<file path="src/rtl/attention_token_precision.sv">
// Column-sums a softmax attention matrix over queries/heads and maps each key token to a precision code.
// Latency: done/out_valid rise 2L+1 edges after start is accepted; start is ignored while busy.
module attention_token_precision #(
  parameter int DATA_WIDTH = 16,
  parameter int L          = 8,
  parameter int N          = 1,
  parameter int ACC_WIDTH  = 24
) (
  input  logic                           clk,
  input  logic                           rst_n,
  input  logic                           start,
  input  logic [DATA_WIDTH*L*N*L-1:0]    A_in,
  input  logic [ACC_WIDTH-1:0]           thr_lo,
  input  logic [ACC_WIDTH-1:0]           thr_hi,
  output logic                           busy,
  output logic [3:0]                     token_precision [0:L-1],
  output logic                           done,
  output logic                           out_valid
);
  localparam int CW = (L > 1) ? $clog2(L) : 1;
  localparam int SW = ACC_WIDTH + $clog2(N) + 1;
  localparam logic [ACC_WIDTH-1:0] ACC_MAX = '1;

  typedef enum logic [1:0] {S_IDLE, S_ACCUM, S_CLASS, S_DONE} state_t;

  state_t                      r_state, w_state_nxt;
  logic [DATA_WIDTH*L*N*L-1:0] r_a;
  logic [ACC_WIDTH-1:0]        r_lo, r_hi;
  logic [ACC_WIDTH-1:0]        r_sum [0:L-1];
  logic [CW-1:0]               r_r, r_t;

  logic [SW-1:0]               w_col_add [0:L-1];
  logic [ACC_WIDTH-1:0]        w_col_sat [0:L-1];
  logic [ACC_WIDTH-1:0]        w_sum_t;
  logic [3:0]                  w_code;
  logic                        w_r_last, w_t_last;

  assign busy     = (r_state != S_IDLE);
  assign w_r_last = (r_r == CW'(L-1));
  assign w_t_last = (r_t == CW'(L-1));

  // Wide intermediate sum so the row contribution cannot wrap before saturation.
  always_comb begin
    for (int c = 0; c < L; c++) begin
      w_col_add[c] = SW'(r_sum[c]);
      for (int n = 0; n < N; n++) begin
        w_col_add[c] = w_col_add[c] +
          SW'(r_a[((int'(r_r)*N*L) + (n*L) + c)*DATA_WIDTH +: DATA_WIDTH]);
      end
      w_col_sat[c] = (w_col_add[c] > SW'(ACC_MAX)) ? ACC_MAX : w_col_add[c][ACC_WIDTH-1:0];
    end
  end

  // High threshold is tested first so it wins when thr_lo > thr_hi.
  always_comb begin
    w_sum_t = r_sum[r_t];
    if (w_sum_t >= r_hi)      w_code = 4'd2;
    else if (w_sum_t >= r_lo) w_code = 4'd1;
    else                      w_code = 4'd0;
  end

  always_comb begin
    w_state_nxt = r_state;
    case (r_state)
      S_IDLE:  if (start)    w_state_nxt = S_ACCUM;
      S_ACCUM: if (w_r_last) w_state_nxt = S_CLASS;
      S_CLASS: if (w_t_last) w_state_nxt = S_DONE;
      S_DONE:                w_state_nxt = S_IDLE;
      default:               w_state_nxt = S_IDLE;
    endcase
  end

  always_ff @(posedge clk) begin
    if (!rst_n) r_state <= S_IDLE;
    else        r_state <= w_state_nxt;
  end

  always_ff @(posedge clk) begin
    if (!rst_n) begin
      r_a       <= '0;
      r_lo      <= '0;
      r_hi      <= '0;
      r_r       <= '0;
      r_t       <= '0;
      done      <= 1'b0;
      out_valid <= 1'b0;
      for (int i = 0; i < L; i++) begin
        r_sum[i]           <= '0;
        token_precision[i] <= 4'd2;
      end
    end else begin
      done <= 1'b0;
      case (r_state)
        S_IDLE: begin
          if (start) begin
            r_a       <= A_in;
            r_lo      <= thr_lo;
            r_hi      <= thr_hi;
            r_r       <= '0;
            out_valid <= 1'b0;
            for (int i = 0; i < L; i++) r_sum[i] <= '0;
          end
        end
        S_ACCUM: begin
          for (int c = 0; c < L; c++) r_sum[c] <= w_col_sat[c];
          r_r <= r_r + CW'(1);
          if (w_r_last) r_t <= '0;
        end
        S_CLASS: begin
          token_precision[r_t] <= w_code;
          r_t <= r_t + CW'(1);
        end
        S_DONE: begin
          done      <= 1'b1;
          out_valid <= 1'b1;
        end
        default: ;
      endcase
    end
  end
endmodule
</file>
<file path="config.mk">
export PLATFORM = sky130hd
export DESIGN_NAME = attention_token_precision
export DESIGN_NICKNAME = d
export VERILOG_FILES = /design/src/rtl/attention_token_precision.sv
export SDC_FILE = /design/constraint.sdc
export NUM_CORES = 2
export LEC_CHECK = 0
export BUFFER_PORTS_ARGS = -buffer_cell sky130_fd_sc_hd__buf_2
export CAP_MARGIN = 15
export CORE_AREA = 2 2 430 432
export DETAILED_ROUTE_END_ITERATION = 8
export DIE_AREA = 0 0 432 434
export PLACE_DENSITY = 0.55
export SYNTH_ARGS = -nofsm -noshare
export SYNTH_HDL_FRONTEND = slang
export SYNTH_SLANG_ARGS = --single-unit
</file>
<file path="constraint.sdc">
create_clock -name clk -period 14.35 [get_ports clk]
set_clock_uncertainty 0.05 [all_clocks]
set_input_delay 0.7175 -clock clk [delete_from_list [all_inputs] [get_ports clk]]
set_output_delay 0.7175 -clock clk [all_outputs]
set_load 0.05 [all_outputs]
</file>
# Word level (Yosys, flattened, before mapping)
# Memory sizes are Yosys's and may differ from the RTL's. A register that Yosys moved wholly into a read port is not among the register bits.
# Cells that the tools add are included.
# totals
word_cells	140
memories	1
mem_bits_rw	192
out_inout_bits	35
in_bits	1075
regBits	1114
# classes
eq_ne	8
n_bitwise	17
muxes	50
reduce_logical	11
n_addsub	17
n_lt_le_gt_ge	12
shifts	8
# mem_list
name	words	word_bits	read_ports	rd_clocked_by_memory_dff	wr	line	source
r_sum	8	24	9	1	8	29	logic [ACC_WIDTH-1:0] r_sum [0:L-1];
# op_table
op	n
indexed part select 1024 x 12 -> 16 bit	7
indexed part select 1024 x 11 -> 16 bit	1
two-way mux 24 bit	24
adder 24 x 16 -> 25 bit	8
> comparator 25 x 24 -> 1 bit, second input constant	8
>= comparator 24 bit	2
bitwise mux 32 bit	1
adder 6 x 3 -> 7 bit, second input constant	4
bitwise OR 1 bit	16
adder 6 x 2 -> 7 bit, second input constant	2
demux 4 bit (select 3 bit)	1
two-way mux 3 bit	4
one-hot mux 3 bit (2 select lines)	2
two-way mux 1 bit	11
two-way mux 2 bit	4
one-hot mux 2 bit (4 select lines)	1
AND reduction 2 bit	4
nonzero test 2 bit	4
adder 6 x 1 -> 7 bit, second input constant	1
adder 3 x 1 -> 3 bit, second input constant	2
equality test 3 bit, second input constant	2
!= test 2 bit, second input constant	3
equality test 2 bit, second input constant	2
>= comparator 4 bit, second input constant	1
other kinds (8)	8

# Logic depth before layout (Yosys ltp)
# logic_depth
word_depth	6
ltp_mapped	18
mapped_depth_nobuf	13

# Worst setup path before layout
# No wires, ideal clock.
# synth_path
path_kind	register -> register
start	reg r_r[0]
end	mem r_sum[4][10], data pin
arrival_ps	4304
required_time_ps	14030
stages_incl_launch_ff	19
n_path_buf	5
setup_time_ps	270
period_less_slack_ps	4624
slack_ps	9726
path_cell_list	dfxtp_1 -> clkbuf_1 -> clkbuf_1 -> buf_1 -> mux4_2 -> mux2_2 -> ha_1 -> inv_1 -> fa_1 -> nor2b_1 -> o31a_1 -> o41ai_4 -> o21ai_1 -> a211o_1 -> a221o_1 -> nand2b_1 -> buf_6 -> buf_6 -> a21oi_1
# synth_rtl
element	line	source
from (decl)	30	logic [CW-1:0] r_r, r_t;
from (signal assigned)	106	r_r <= r_r + CW'(1);
to (decl)	29	

==> out/qor.yml <==
clocking:
  clock_latency_on_the_worst_skew_pair_ns: 0.82
  post_cts_buffers: 0
  holdBufCountCts: 0
  clock-root-buffer: "sky130_fd_sc_hd__clkbuf_16"
  cts_resized: 0
  reg_clk_slew_reported_paths_ns: 0.06
  cts.sink_count: 1293
  h_tree_levels: 4
  clk_path_buf_depth: 3
  number_of_cts_inserted_buffers: 151
  tritoncts: "yes"
detailed_routing:
  drt.antenna.violating_nets: 0
  avgViaCountPerCell: 5.27
  wirelength_microns: 223000
  initial_drt_markers: 4291
  route.detailed.wl_per_inst_microns: 21.6
  total_number_of_vias: 54200
  pre_repair_dr_iteration_count: 6
  drc_errors: 0
logic_synthesis:
  yosys_most_used_dff: "sky130_fd_sc_hd__dfxtp_1"
  synthesis.yosys.warnings: 0
  yosysUniqueCellTypes: 71
  synth_cells: 6934
  avg_synthesized_cell_area_sq_um: 8.86
  ys_top_cells_by_area: "sky130_fd_sc_hd__dfxtp_1 (37%), sky130_fd_sc_hd__nand2_1 (14%), sky130_fd_sc_hd__mux4_2 (11%)"
  syn_area_sq_um: 61400
  yosys-top-cells-count: "sky130_fd_sc_hd__nand2_1 (2243), sky130_fd_sc_hd__a21oi_1 (1311), sky130_fd_sc_hd__dfxtp_1 (1125)"
  number_of_enable_flip_flop_cells_after_synthesis: 168
  synthMostInstantiatedCell: "sky130_fd_sc_hd__nand2_1"
  netlist.top_cell.by_area: "sky130_fd_sc_hd__dfxtp_1"
  seq_area_frac_synth_pct: 44.9
  synth_top_area_share_pct: 36.7
  ys_async_rst_share_pct: 0
  synth-seq-cells: 1293
hold_path:
  worstHoldPathType: "input pin to flop"
die:
  num_rows: 157
  die_width_microns: 432
  num_io_pins: 1110
  fp.dieArea_sq_um: 187000
  coreArea_sq_um: 182000
  die_height_microns: 434
  initial_utilization_pct: 33.7
cells_and_area:
  fillCellCount: 18400
  layout-drive-gt1-share_pct: 23.7
  final_util_pct: 40.3
  register_area_sq_um: 27600
  multi_input_comb_area_sq_um: 31600
  area_growth_syn_to_fin_pct: 19.8
  finish.net_count: 9007
power_and_ir_drop:
  combPwrFrac_pct: 30.9
  seqPwrFrac_pct: 39.4
  net_switching_mw: 4.76
  p_per_area_nw_per_um2: 177
  p_clk_share_pct: 29.7
  power.total_mw: 13.0
  p_int_mw: 8.28
  cellLeakagePower_nw: 29.2
  sw_frac_of_total_pct: 36.5
  vdd.ir_drop.worst_mv: 0.119
flow_run:
  cap_violations: 0
global_routing:
  grt_pass1_vias: 52000
  grtUsageMet1_pct: 31.1
  grt_max_degree: 236
  initial_antenna_violation_count: 65
  grt_overflow_total: 0
  gr-usage-all-layers_pct: 22.8
  wire_length_of_the_first_global_routing_pass_microns: 324000
  gr-max-usage-layer: "met2"
  gr_util_met3_pct: 3.63
  globalRouteMet2Util_pct: 36.2
timing:
  timing_max_transition_violations_final: 0
  final_count_of_negative_setup_slack_endpoints: 0
  rsz_0062_raised_after_global_routing: "no"
  setup_tns_ns: 0
  max_clock_freq_mhz: 150
  worstMarginPinSlew_ns: 1.18
  min_period_over_period_pct: 46.5
  layout_min_cycle_time_ns: 6.67
  hold_viol: 0
  hold_ws_ns: 0.0777
  timing.max_slew.rel_slack_pct: 21.5
placed_design:
  gp_congestion: 0.904
  numPortBuffers: 1093
  hpwlAfterDp_microns: 165000
worst_setup_path:
  crit_path_cell_trace: "buf_4 > buf_4 > buf_12 > mux4_2 > mux2_2 > ha_1 > o21ai_0 > a211oi_1 > nor4b_1 > o21ai_1 > nand2_1 > o21ai_1 > nand4_1 > a21oi_1"
  critical_path_buf_inv_count: 3
  critical_path.startpoint_type: "flop"
  critPathSlowestCell: "sky130_fd_sc_hd__nand4_1"
  timing.critical_path.slowest_cell_delay_ns: 0.81
  timing.critical_path.arrival_ns: 7.24
  crit_path_max_fanout: 75
  critPathRequiredTime_ns: 14.92
  crit_type: "flop to flop"
  cell_family_contributing_the_most_delay_on_the_critical_path: "buffers and inverters"
  category_of_the_worst_setup_path_capture_point: "flop"
outcome:
  run_status: "completed"
tightest hold or removal path, stage by stage:
cell,delay [ns]
sky130_fd_sc_hd__buf_2,0.10
sky130_fd_sc_hd__nand2_1,0.04
sky130_fd_sc_hd__a21oi_1,0.05
per-stage QoR:
stage / cell area [sq um] / std cells / setup WS (ns)
after floorplan: 61500 / 6949 / 9.73
after global placement: 68500 / 9972 / 7.77
after detailed placement: 68500 / 9972 / 7.64
after CTS: 73500 / 10200 / 7.62
after global routing: 73600 / 10300 / 6.99
final: 73600 / 10300 / 7.68
cells by family (layout without fill, tap and decap cells):
family	after synthesis	in the layout	synth area share [%]
mux	475	475	14.2
flops	1293	1293	44.9
compound gates	1652	1652	14.6
other cells	1	52	0.00610
fa+ha+maj	192	192	4.01
xor+xnor	112	112	1.60
buf+inv	611	1522	3.87
simple gates	2598	2598	16.8
sequential cells by signal, summed over array words and instances (netlist names), named ones only:
register / count
r_r: 3
token_precision: 16
r_state: 2
r_sum: 192
r_t: 3
r_a: 1024
r_hi: 24
r_lo: 24
out_valid: 1
done: 1
final timing paths:
check | from | depth (start not counted) | slack, ns | to
worst max-delay path | r_r[0]$_SDFFE_PN0P_ | 14 | 7.68 | r_sum[5][13]$_SDFFCE_PN0P_
worst min-delay path | A_in[611] | 3 | 0.08 | r_a[611]$_SDFFE_PN0P_
worst max register to register | r_r[0]$_SDFFE_PN0P_ | 14 | 7.68 | r_sum[5][13]$_SDFFCE_PN0P_
worst min register to register | r_a[827]$_SDFFE_PN0P_ | 2 | 0.40 | r_a[827]$_SDFFE_PN0P_
cell usage in the layout, fill, tap and decap left out, types with 62 or more instances in the layout:
cell and instances:
sky130_fd_sc_hd__a21oi_1 1311, sky130_fd_sc_hd__buf_2 1093, sky130_fd_sc_hd__clkbuf_16 156, sky130_fd_sc_hd__dfxtp_1 1120, sky130_fd_sc_hd__edfxtp_1 168, sky130_fd_sc_hd__ha_1 183
sky130_fd_sc_hd__inv_1 103, sky130_fd_sc_hd__mux2_2 142, sky130_fd_sc_hd__mux4_2 304, sky130_fd_sc_hd__nand2_1 2241, sky130_fd_sc_hd__nor2_1 103, sky130_fd_sc_hd__o21ai_0 92
sky130_fd_sc_hd__xor2_1 62
layer usage:
layer	wire [microns]	part of all wire, %
met2	103000	46
met1	98700	44
met5	61	0.027
met4	7110	3.2
met3	13400	6.0
power groups by stage:
stage	Sequential (mW)	Combinational (mW)	Clock (mW)
3_3_place_gp	5.17	3.98	0
4_1_cts	5.12	4.06	3.96
2_1_floorplan	4.82	3.00	0
3_5_place_dp	5.19	4.05	0
5_1_grt	5.20	4.49	4.10
6_report	5.14	4.03	3.87
area by class of cell:
class | count | share of cell area (%)
multi-input cells | 5045 | 42.9
inverters | 104 | 0.541
clock inverters | 45 | 0.672
repair buffers | 1145 | 8.08
flip-flops and latches | 1293 | 37.5
well taps | 2385 | 4.06
clock buffers | 228 | 6.12
diodes | 36 | 0.122
Note: power is estimated with default switching activity, not from simulation.
